**src/rtl/fifo_sync_param.sv**
```systemverilog
// Parametrised single-clock FIFO with exact occupancy count, threshold flags,
// sticky overflow/underflow and a synchronous flush that dominates traffic.
module fifo_sync_param #(
  parameter int DATA_WIDTH = 8,
  parameter int ADDR_WIDTH = 4,
  parameter int AFULL_LVL  = 12,
  parameter int AEMPTY_LVL = 2
) (
  input  logic                  clk,
  input  logic                  reset_n,
  input  logic                  clear,
  input  logic                  we,
  input  logic [DATA_WIDTH-1:0] dataIn,
  input  logic                  re,
  output logic [DATA_WIDTH-1:0] dataOut,
  output logic [ADDR_WIDTH:0]   count,
  output logic                  isEmpty,
  output logic                  isFull,
  output logic                  almostEmpty,
  output logic                  almostFull,
  output logic                  overflow,
  output logic                  underflow
);

  localparam int DEPTH = 1 << ADDR_WIDTH;
  localparam logic [ADDR_WIDTH:0] DEPTH_C  = (ADDR_WIDTH+1)'(DEPTH);
  localparam logic [ADDR_WIDTH:0] AFULL_C  = (ADDR_WIDTH+1)'(AFULL_LVL);
  localparam logic [ADDR_WIDTH:0] AEMPTY_C = (ADDR_WIDTH+1)'(AEMPTY_LVL);
  localparam logic [ADDR_WIDTH:0] ZERO_C   = (ADDR_WIDTH+1)'(0);
  localparam logic [ADDR_WIDTH:0] ONE_C    = (ADDR_WIDTH+1)'(1);
  localparam logic [ADDR_WIDTH-1:0] PTR_ONE_C = ADDR_WIDTH'(1);

  logic [DATA_WIDTH-1:0] mem_r [DEPTH];
  logic [ADDR_WIDTH-1:0] wr_ptr_r;
  logic [ADDR_WIDTH-1:0] rd_ptr_r;
  logic [ADDR_WIDTH:0]   count_r;
  logic                  overflow_r;
  logic                  underflow_r;
  logic                  empty_s;
  logic                  full_s;
  logic                  wr_en_s;
  logic                  rd_en_s;
  logic                  ovf_evt_s;
  logic                  unf_evt_s;

  assign empty_s = (count_r == ZERO_C);
  assign full_s  = (count_r == DEPTH_C);

  // Accept/reject decisions; a full FIFO still takes a write when a pop frees a slot.
  always_comb begin
    rd_en_s   = 1'b0;
    wr_en_s   = 1'b0;
    ovf_evt_s = 1'b0;
    unf_evt_s = 1'b0;
    if (clear) begin
      rd_en_s   = 1'b0;
      wr_en_s   = 1'b0;
    end else begin
      rd_en_s   = re && !empty_s;
      wr_en_s   = we && (!full_s || (re && !empty_s));
      ovf_evt_s = we && !(!full_s || (re && !empty_s));
      unf_evt_s = re && empty_s;
    end
  end

  // Storage array; deliberately not reset.
  always_ff @(posedge clk) begin
    if (wr_en_s) begin
      mem_r[wr_ptr_r] <= dataIn;
    end else begin
      mem_r[wr_ptr_r] <= mem_r[wr_ptr_r];
    end
  end

  // Pointers, occupancy and sticky error flags.
  always_ff @(posedge clk or negedge reset_n) begin
    if (!reset_n) begin
      wr_ptr_r    <= '0;
      rd_ptr_r    <= '0;
      count_r     <= '0;
      overflow_r  <= 1'b0;
      underflow_r <= 1'b0;
    end else if (clear) begin
      wr_ptr_r    <= '0;
      rd_ptr_r    <= '0;
      count_r     <= '0;
      overflow_r  <= 1'b0;
      underflow_r <= 1'b0;
    end else begin
      if (wr_en_s) begin
        wr_ptr_r <= wr_ptr_r + PTR_ONE_C;
      end
      if (rd_en_s) begin
        rd_ptr_r <= rd_ptr_r + PTR_ONE_C;
      end
      case ({wr_en_s, rd_en_s})
        2'b10:   count_r <= count_r + ONE_C;
        2'b01:   count_r <= count_r - ONE_C;
        default: count_r <= count_r;
      endcase
      overflow_r  <= overflow_r  | ovf_evt_s;
      underflow_r <= underflow_r | unf_evt_s;
    end
  end

  assign dataOut     = mem_r[rd_ptr_r];
  assign count       = count_r;
  assign isEmpty     = empty_s;
  assign isFull      = full_s;
  assign almostEmpty = (count_r <= AEMPTY_C);
  assign almostFull  = (count_r >= AFULL_C);
  assign overflow    = overflow_r;
  assign underflow   = underflow_r;

endmodule

```
**config.mk**
```make
export PLATFORM = sky130hd
export DESIGN_NAME = fifo_sync_param
export DESIGN_NICKNAME = d
export VERILOG_FILES = /design/src/rtl/fifo_sync_param.sv
export SDC_FILE = /design/constraint.sdc
export NUM_CORES = 1
export LEC_CHECK = 0
export CAP_MARGIN = 20
export CORE_AREA = 4 4 115 117
export CTS_CLUSTER_DIAMETER = 120
export DETAILED_ROUTE_END_ITERATION = 6
export DIE_AREA = 0 0 119 121
export GPL_TIMING_DRIVEN = 1
export HOLD_SLACK_MARGIN = 0.03
export PLACE_DENSITY = 0.69
export SETUP_SLACK_MARGIN = 0.3
export SKIP_CTS_REPAIR_TIMING = 1
export SLEW_MARGIN = 20
export SYNTH_ARGS = -nofsm -noshare
export SYNTH_HDL_FRONTEND = slang
export SYNTH_SLANG_ARGS = --single-unit
```
**constraint.sdc**
```tcl
create_clock -name clk -period 7.6 [get_ports clk]
set_input_delay 1.52 -clock clk [delete_from_list [all_inputs] [get_ports clk]]
set_output_delay 1.52 -clock clk [all_outputs]
set_load 0.02 [all_outputs]
```
; Yosys cells after proc, flatten, opt, wreduce, memory -nomap -nowiden
; Memory sizes are Yosys's and may differ from the RTL's.
; Cells that the tools add are included.
[word_totals]
memories = 1
ff_bits = 15
output_inout_bits = 19
ram_bits = 128
word_cells = 48
[op_classes]
eq_ne = 4
n_addsub = 4
order_cmp = 2
n_bitwise = 3
reduce_logical = 13
mux = 16
[memory_table]
columns = memory, words, word_bits, rd, rd_ports_with_merged_regs, wr, line_no
row1 = mem_r, 16, 8, 1, 0, 1, 33  ; logic [DATA_WIDTH-1:0] mem_r [DEPTH];
[op_table]
columns = operator, n
row1 = 2-to-1 mux 4 bit, 4
row2 = one-hot mux 5 bit (2 select lines), 1
row3 = 2-to-1 mux 1 bit, 9
row4 = "adder 4 x 1 -> 4 bit, second input constant", 2
row5 = 2-to-1 mux 8 bit, 1
row6 = "adder 5 x 1 -> 5 bit, second input constant", 1
row7 = "equality test 5 bit, second input constant", 1
row8 = ">= comparator 5 x 4 -> 1 bit, second input constant", 1
row9 = "<= comparator 5 x 2 -> 1 bit, second input constant", 1
row10 = zero test 5 bit, 1
row11 = 2-to-1 mux 5 bit, 1
row12 = "subtractor 5 x 1 -> 5 bit, second input constant", 1
row13 = logical AND 1 bit, 4
row14 = nonzero test 2 bit, 2
row15 = zero test 1 bit, 3
row16 = bitwise OR 1 bit, 3
row17 = nonzero test 3 bit, 1
row18 = "equality test 2 x 1 -> 1 bit, second input constant", 1
row19 = "equality test 2 bit, second input constant", 1
row20 = AND reduction 2 bit, 1
row21 = logical OR 1 bit, 1
row22 = != test 0 bit, 1

; Longest topological paths before layout
; Gate-level depths: netlist (run 1).
[logic_depth]
word_depth = 9
depth_mapped = 10

; Worst setup path after synthesis (run 1)
; No wires, ideal clock.
[synth_path]
kind = input to register
from = input port clear
to = register count_r[4], in the netlist count[4]
stages = 9
arrival_ns = 3.519
required_time_ns = 7.534
slack_ns = 4.015
path_buffers = 0
path_cell_list = or3b_2 > a21o_1 > xnor2_1 > ha_1 > or3_1 > a21oi_1 > mux2i_1 > or4_1 > nand2_1
[synth_between]
elab_chain_len = 4
elab_cells_between_ends = 7
classes_between = 2 x eq/ne / 4 x mux / 1 x reduce/logical
[synth_rtl]
columns = element, line_no
row1 = start: declaration, 11  ; input logic clear,
row2 = 2-to-1 mux 1 bit, 55  ; if (clear) begin
row3 = equality test 2 x 1 -> 1 bit or equality test 2 bit (tied branches), 96  ; case ({wr_en_s, rd_en_s})
row4 = one-hot mux 5 bit (2 select lines), 96
row5 = 2-to-1 mux 5 bit, 83  ; end else if (clear) begin
row6 = end signal: assignment, 97  ; 2'b10: count_r <= count_r + ONE_C;
row7 = end signal: assignment, 98  ; 2'b01: count_r <= count_r - ONE_C;
row8 = end signal: assignment, 99  ; default: count_r <= count_r;
row9 = end: declaration, 36  ; logic [ADDR_WIDTH:0] count_r;
; Several ways; a longest one is shown, not always the timed one.
; A chain may end at the register's enable or synchronous reset.

; Worst setup path in the final report (run 1)
[layout_path]
from = register rd_ptr_r[2]
to = output port dataOut[1]
[layout_between]
elab_chain_len = 1
[layout_rtl]
columns = element, line_no
row1 = start: declaration, 35  ; logic [ADDR_WIDTH-1:0] rd_ptr_r;
row2 = start signal: assignment, 94  ; rd_ptr_r <= rd_ptr_r + PTR_ONE_C;
row3 = memory read (16 x 8 bit), n/a
row4 = end: declaration, 15  ; output logic [DATA_WIDTH-1:0] dataOut,
; Every way passes these cells.

==> flow_summary.ini, run 1 <==
[status]
status = finished clean

[synth]
yosysUniqueCellTypes = 41
synth.avg_cell_area_um2 = 16.90
synth-seq-cells = 143
ys_warn_count = 0
netlist_area_um2 = 5964
synth-seq-area-share_pct = 70.74
syn_inst = 353
synth_nets = 373

[layout]
finalNonFillerCells = 569
area_delta_synth_final_pct = 17.47
layout_commonest_cell = edfxtp_1
mostFrequentLayoutCells = edfxtp_1, nor2_1, clkdlybuf4s50_1
fillCellCount = 943
fin_nets = 404
n_antenna_cell = 0
layout-drive-gt1-share_pct = 16.37

[drt]
vias = 3115
drt-total-wl_um = 11140
drt-initial-drc-count = 246
wl_per_cell_um = 19.57
detail-route-antenna-nets = 0
drc = 0
firstDrtPassIters = 4
via_per_inst = 5.475

[floorplanning]
die_x_um = 119
initial_core_util_pct = 48.24
core_um2 = 12360
ioPinCount = 32
rows = 41
die_h_um = 121
die-area_um2 = 14400

[placement]
gp_congestion = 0.7357
dp.cells = 537
dp_hpwl_um = 6976
io_buffer_count = 31

[timing]
hold_viol = 0
setup-violations-final = 0
maxSlewViolCount = 0
post-route-min-period_ns = 4.839
slew_headroom_pct = 39.09
skew_ns = 0.009669
worst_pin_slew_ns = 0.9103
fmax_ghz = 0.2066
finalSetupTns_ns = 0
rsz0062_at_grt = no
fin_crit_sh_pct = 63.68

[power_and_ir_drop]
netSwitchingFraction_pct = 27.16
leakage_nw = 2.304
p_seq_share_pct = 40.0
p_int_mw = 1.670
power.density_nw_per_um2 = 327.2
ir_drop_mv = 0.1578
switching_power_mw = 0.6227
clkPwrFrac_pct = 36.0
combPwrFrac_pct = 24.0

[setup_path]
cp_max_fo = 20
startpoint = rd_ptr_r[2]
cp.arrival_ns = 3.32
r2r_cells = 9
worst-setup-path-type = flip-flop to output pin
r2r-start = count[1]
end_kind = output pin
crit_path_end = dataOut[1]
timing.rr.end = count[4]
critPathRequiredTime_ns = 6.08
critPathLaunchType = flip-flop
reg2reg_slack_ns = 4.85

[run]
maxCapViolations = 0

[global_routing]
grt_pass1_wl_um = 18080
antenna_found_initial = 0
track_usage_pct = 16.77
overflow = 0
first_global_vias = 3196
grt_max_degree = 52

[hold_path]
min_path_type = flip-flop to flip-flop
worstHoldStart = overflow

[cts]
clkSlewWorstSetupHoldPaths_ns = 0.05
clockBufferDepth = 2
cts_tree = yes
cts.sinks = 143
clock_latency_ns = 0.42
cts_buffers = 17
cts_max_level = 4
cts-root-buf = clkbuf_16
## power by group through the flow
stage                     combinational [mW]  clock (mW)  sequential (mW)
after floorplan                        0.386           0            0.932
after detailed placement               0.558           0            0.933
after global routing                   0.597       0.876            0.921
after CTS                              0.559       0.837            0.917
final                                  0.550       0.825            0.918
after global placement                 0.552           0            0.931
## logic make-up (layout without fill, tap and decap cells)
| logic type | after synthesis | count (layout) | share of synthesized area (%) |
|---|---|---|---|
| buffers and inverters | 27 | 71 | 1.951 |
| multiplexers | 36 | 36 | 11.10 |
| AND/OR/NAND/NOR | 83 | 83 | 6.860 |
| XOR/XNOR | 9 | 9 | 1.321 |
| AO/OA/AOI/OAI | 48 | 48 | 6.566 |
| flip-flops | 143 | 143 | 70.74 |
| adder cells (fa/ha/maj) | 7 | 7 | 1.468 |
## worst max-delay path: stages, from the launching register on
cell and delay (ns):
dfrtp_1 0.88, nand2b_1 0.43, a211oi_1 0.35, a311oi_1 0.14
a21o_1 0.26, a221o_1 0.31, clkdlybuf4s50_1 0.54
## sequential cells by signal, summed over array words and instances (netlist names)
signal and count:
mem_r 128, count 5, rd_ptr_r 4, wr_ptr_r 4, overflow 1, underflow 1
## worst min-delay path by stage
stage                        endpoint  slack [ns]  depth (start not counted)
after floorplan           wr_ptr_r[3]        0.55                          2
after global placement      underflow        0.49                          2
after detailed placement     overflow        0.50                          2
after CTS                    overflow        0.51                          2
after global routing         overflow        0.56                          2
final                        overflow        0.51                          2
## final cells by class
type	count	area (um2)	share of cell area, %
Clock inverter	13	161.4	2.304
Inverter	6	22.52	0.3214
Sequential cell	143	4220	60.23
Timing Repair Buffer	33	325.3	4.643
Clock buffer	19	432.9	6.179
Tap cell	172	215.2	3.071
Multi-Input combinational cell	183	1629	23.25
## synth_stat cells
cell type	n	share of area, %
nand4_1	1	0.10
o31a_1	1	0.15
nor4_1	1	0.10
nor2_1	37	2.3
buf_1	2	0.13
a21oi_1	4	0.34
a31oi_4	1	0.36
a21o_1	9	1.1
or3_1	2	0.21
a2111oi_0	1	0.15
a31o_2	1	0.15
edfxtp_1	128	64
dfrtp_1	15	6.3
mux2i_1	11	1.8
or4_1	1	0.13
nand2b_1	3	0.31
nand2_1	13	0.82
buf_6	1	0.19
mux4_2	24	9.1
nand3_2	1	0.17
o31ai_1	1	0.13
xnor2_1	5	0.73
a211oi_1	8	1.0
inv_1	6	0.38
o41ai_1	1	0.15
clkbuf_1	12	0.76
a311oi_1	8	1.2
or3b_2	2	0.29
buf_2	6	0.50
mux2_2	1	0.19
nand2_2	1	0.10
a22oi_1	2	0.25
nor2b_1	17	1.8
or2_2	1	0.10
or4_4	1	0.19
o21ai_0	3	0.25
a221o_1	8	1.3
nand3b_1	1	0.13
ha_1	7	1.5
xor2_1	4	0.59
nand3_1	1	0.084
## through the flow
| step | hold WS [ns] | util (%) | cell area [um2] | total power, mW | setup slack [ns] |
|---|---|---|---|---|---|
| CTS | 0.5110 | 56.67 | 7007 | 2.313 | 2.728 |
| finish | 0.5101 | 56.67 | 7007 | 2.293 | 2.761 |
| global placement | 0.4889 | 51.87 | 6412 | 1.483 | 2.963 |
| global route | 0.5577 | 56.67 | 7007 | 2.395 | 2.618 |
| detailed placement | 0.4959 | 51.87 | 6412 | 1.491 | 2.882 |
| floorplan | 0.5517 | - | 5964 | 1.318 | 4.015 |
## routing by layer
layer	wire [um]	up-vias	global-route usage, %
met5	0	-	0
met4	140	0	6.951
met3	699	13	3.683
met2	5350	81	25.33
met1	4947	1569	23.80
li1	-	1452	-
Power figures use the tool's default switching activity.
==> inputs of run 2 (changes only) <==
- clock period: 7.6 -> 4.8 ns (I/O delays scaled with it)
==> run 2 against run 1 <==
Against the previous run:
- setup slack got worse by 2.0 ns
- routed wire length fell by 1.7%
- critical endpoint is now dataOut[7]
- die area did not move
- largest power group unchanged
- critical path type unchanged
- global-route usage fell by 0.28 points
- critical path depth fell by 1
==> flow_summary.ini, run 2 (synthesis gave the netlist of run 1 again) <==
[timing]
hold_slack_ns = 0.5081
setup-violations-final = 0
skew_ns = 0.007438
post-route-min-period_ns = 4.085
fmax_ghz = 0.2448
maxSlewViolCount = 0
rsz0062_at_grt = no
slew_headroom_pct = 37.91
hold_viol = 0
worst_pin_slew_ns = 0.9280
fin_crit_sh_pct = 85.11
finalSetupTns_ns = 0

[run]
maxCapViolations = 0

[layout]
layout_commonest_cell = edfxtp_1
final_area_um2 = 7004
top_register = mem_r
n_antenna_cell = 0
largest_register_ffs = 128
multi_input_area_um2 = 1629
regArea_um2 = 4220
layout-drive-gt1-share_pct = 17.04
mostFrequentLayoutCells = edfxtp_1, nor2_1, clkdlybuf4s50_1
finalNonFillerCells = 571
fin_nets = 407
fillCellCount = 943
area_delta_synth_final_pct = 17.43

[drt]
detail-route-antenna-nets = 0
firstDrtPassIters = 4
vias = 3071
drt-total-wl_um = 10950
drc = 0
via_per_inst = 5.378
drt-initial-drc-count = 235
wl_per_cell_um = 19.18

[global_routing]
overflow = 0
first_global_vias = 3161
antenna_found_initial = 0
grt_pass1_wl_um = 17680
grt_max_degree = 36
track_usage_pct = 16.49

[placement]
dp.cells = 540
dp_hpwl_um = 7097
io_buffer_count = 31
gp_congestion = 0.8080
placed_area_um2 = 6435

[floorplanning]
die-area_um2 = 14400
initial_core_util_pct = 48.24
core_um2 = 12360
ioPinCount = 32
rows = 41
die_h_um = 121
die_x_um = 119

[setup_path]
crit_family = buffers and inverters
cp.arrival_ns = 3.13
r2r-start = count[1]
reg2reg_slack_ns = 2.09
crit_slowest_cell = dfrtp_2
critical_path_buf_inv_count = 2
timing.rr.end = count[4]
r2r_cells = 9
critPathRequiredTime_ns = 3.84
critPathLaunchType = flip-flop
cp_max_fo = 28
end_kind = output pin
worst-setup-path-type = flip-flop to output pin
crit_path_cell_trace = buf_4 -> mux4_2 -> a21o_1 -> a221o_1 -> clkdlybuf4s50_1
worst_path_largest_cell_delay_ns = 0.72

[hold_path]
min_path_type = flip-flop to flip-flop
min_to = overflow
worstHoldStart = overflow
min_path_cells = 2

[cts]
cts-root-buf = clkbuf_16
cts_max_level = 4
clock_latency_ns = 0.41
cts.sinks = 143
clockBufferDepth = 2
clkSlewWorstSetupHoldPaths_ns = 0.05
cts_tree = yes
cts_buffers = 17

[status]
status = finished clean

[power_and_ir_drop]
clkPwrFrac_pct = 35.1
netSwitchingFraction_pct = 27.64
ir_drop_mv = 0.2521
p_int_mw = 2.597
leakage_nw = 2.297
combPwrFrac_pct = 23.4
switching_power_mw = 0.9923
p_seq_share_pct = 41.5
power.density_nw_per_um2 = 512.5
finalPower_mw = 3.590
-- run 2: changes by cell type in the layout (fill, tap and decap cells not counted), sizes merged --
cell / previous run / this run
clkinvlp: 0 / 3
bufinv: 3 / 2
buf: 2 / 5
clkinv: 7 / 3
inv: 9 / 10
-- run 2: tightest hold or removal path, stage by stage (launching register included) --
cell	delay, ns
dfrtp_1	0.35
a21oi_1	0.04
nor2_1	0.07
-- run 2: metal layers --
metal | GRT usage [%] | vias to the layer above | routed length (um)
met5 | 0 | - | 0
met4 | 5.214 | 0 | 91
met3 | 4.755 | 8 | 539
met2 | 25.19 | 64 | 5371
met1 | 23.12 | 1543 | 4949
li1 | - | 1456 | -
-- run 2: cell type report --
| class | instances | area share, % |
|---|---|---|
| Clock buffer | 19 | 6.181 |
| Clock inverter | 12 | 1.947 |
| Inverter | 6 | 0.3215 |
| Multi-Input combinational cell | 183 | 23.26 |
| Sequential cell | 143 | 60.25 |
| Tap cell | 172 | 3.073 |
| Timing Repair Buffer | 36 | 4.966 |
-- run 2: worst max path at each step --
| stage | start | endpoint | slack [ns] | cells past startpoint |
|---|---|---|---|---|
| 2_1_floorplan | clear | count[4] | 1.77 | 9 |
| 3_3_place_gp | rd_ptr_r[0] | dataOut[7] | 1.10 | 5 |
| 3_5_place_dp | re | count[4] | 1.03 | 10 |
| 4_1_cts | rd_ptr_r[0] | dataOut[7] | 0.65 | 5 |
| 5_1_grt | rd_ptr_r[0] | dataOut[7] | 0.50 | 5 |
| 6_report | rd_ptr_r[0] | dataOut[7] | 0.71 | 5 |
-- run 2: metrics by stage --
stage                     setup WS (ns)  utilization [%]
after global routing             0.5030            56.65
final                            0.7145            56.65
after floorplan                   1.775                -
after global placement            1.098            52.05
after CTS                        0.6495            56.65
after detailed placement          1.028            52.05
-- run 2: power by group through the flow --
stage	Clock, mW	Sequential [mW]	Combinational (mW)
finish	1.26	1.49	0.840
floorplan	0	1.48	0.611
global placement	0	1.52	0.839
global route	1.34	1.51	0.905
detailed placement	0	1.52	0.846
CTS	1.28	1.49	0.849
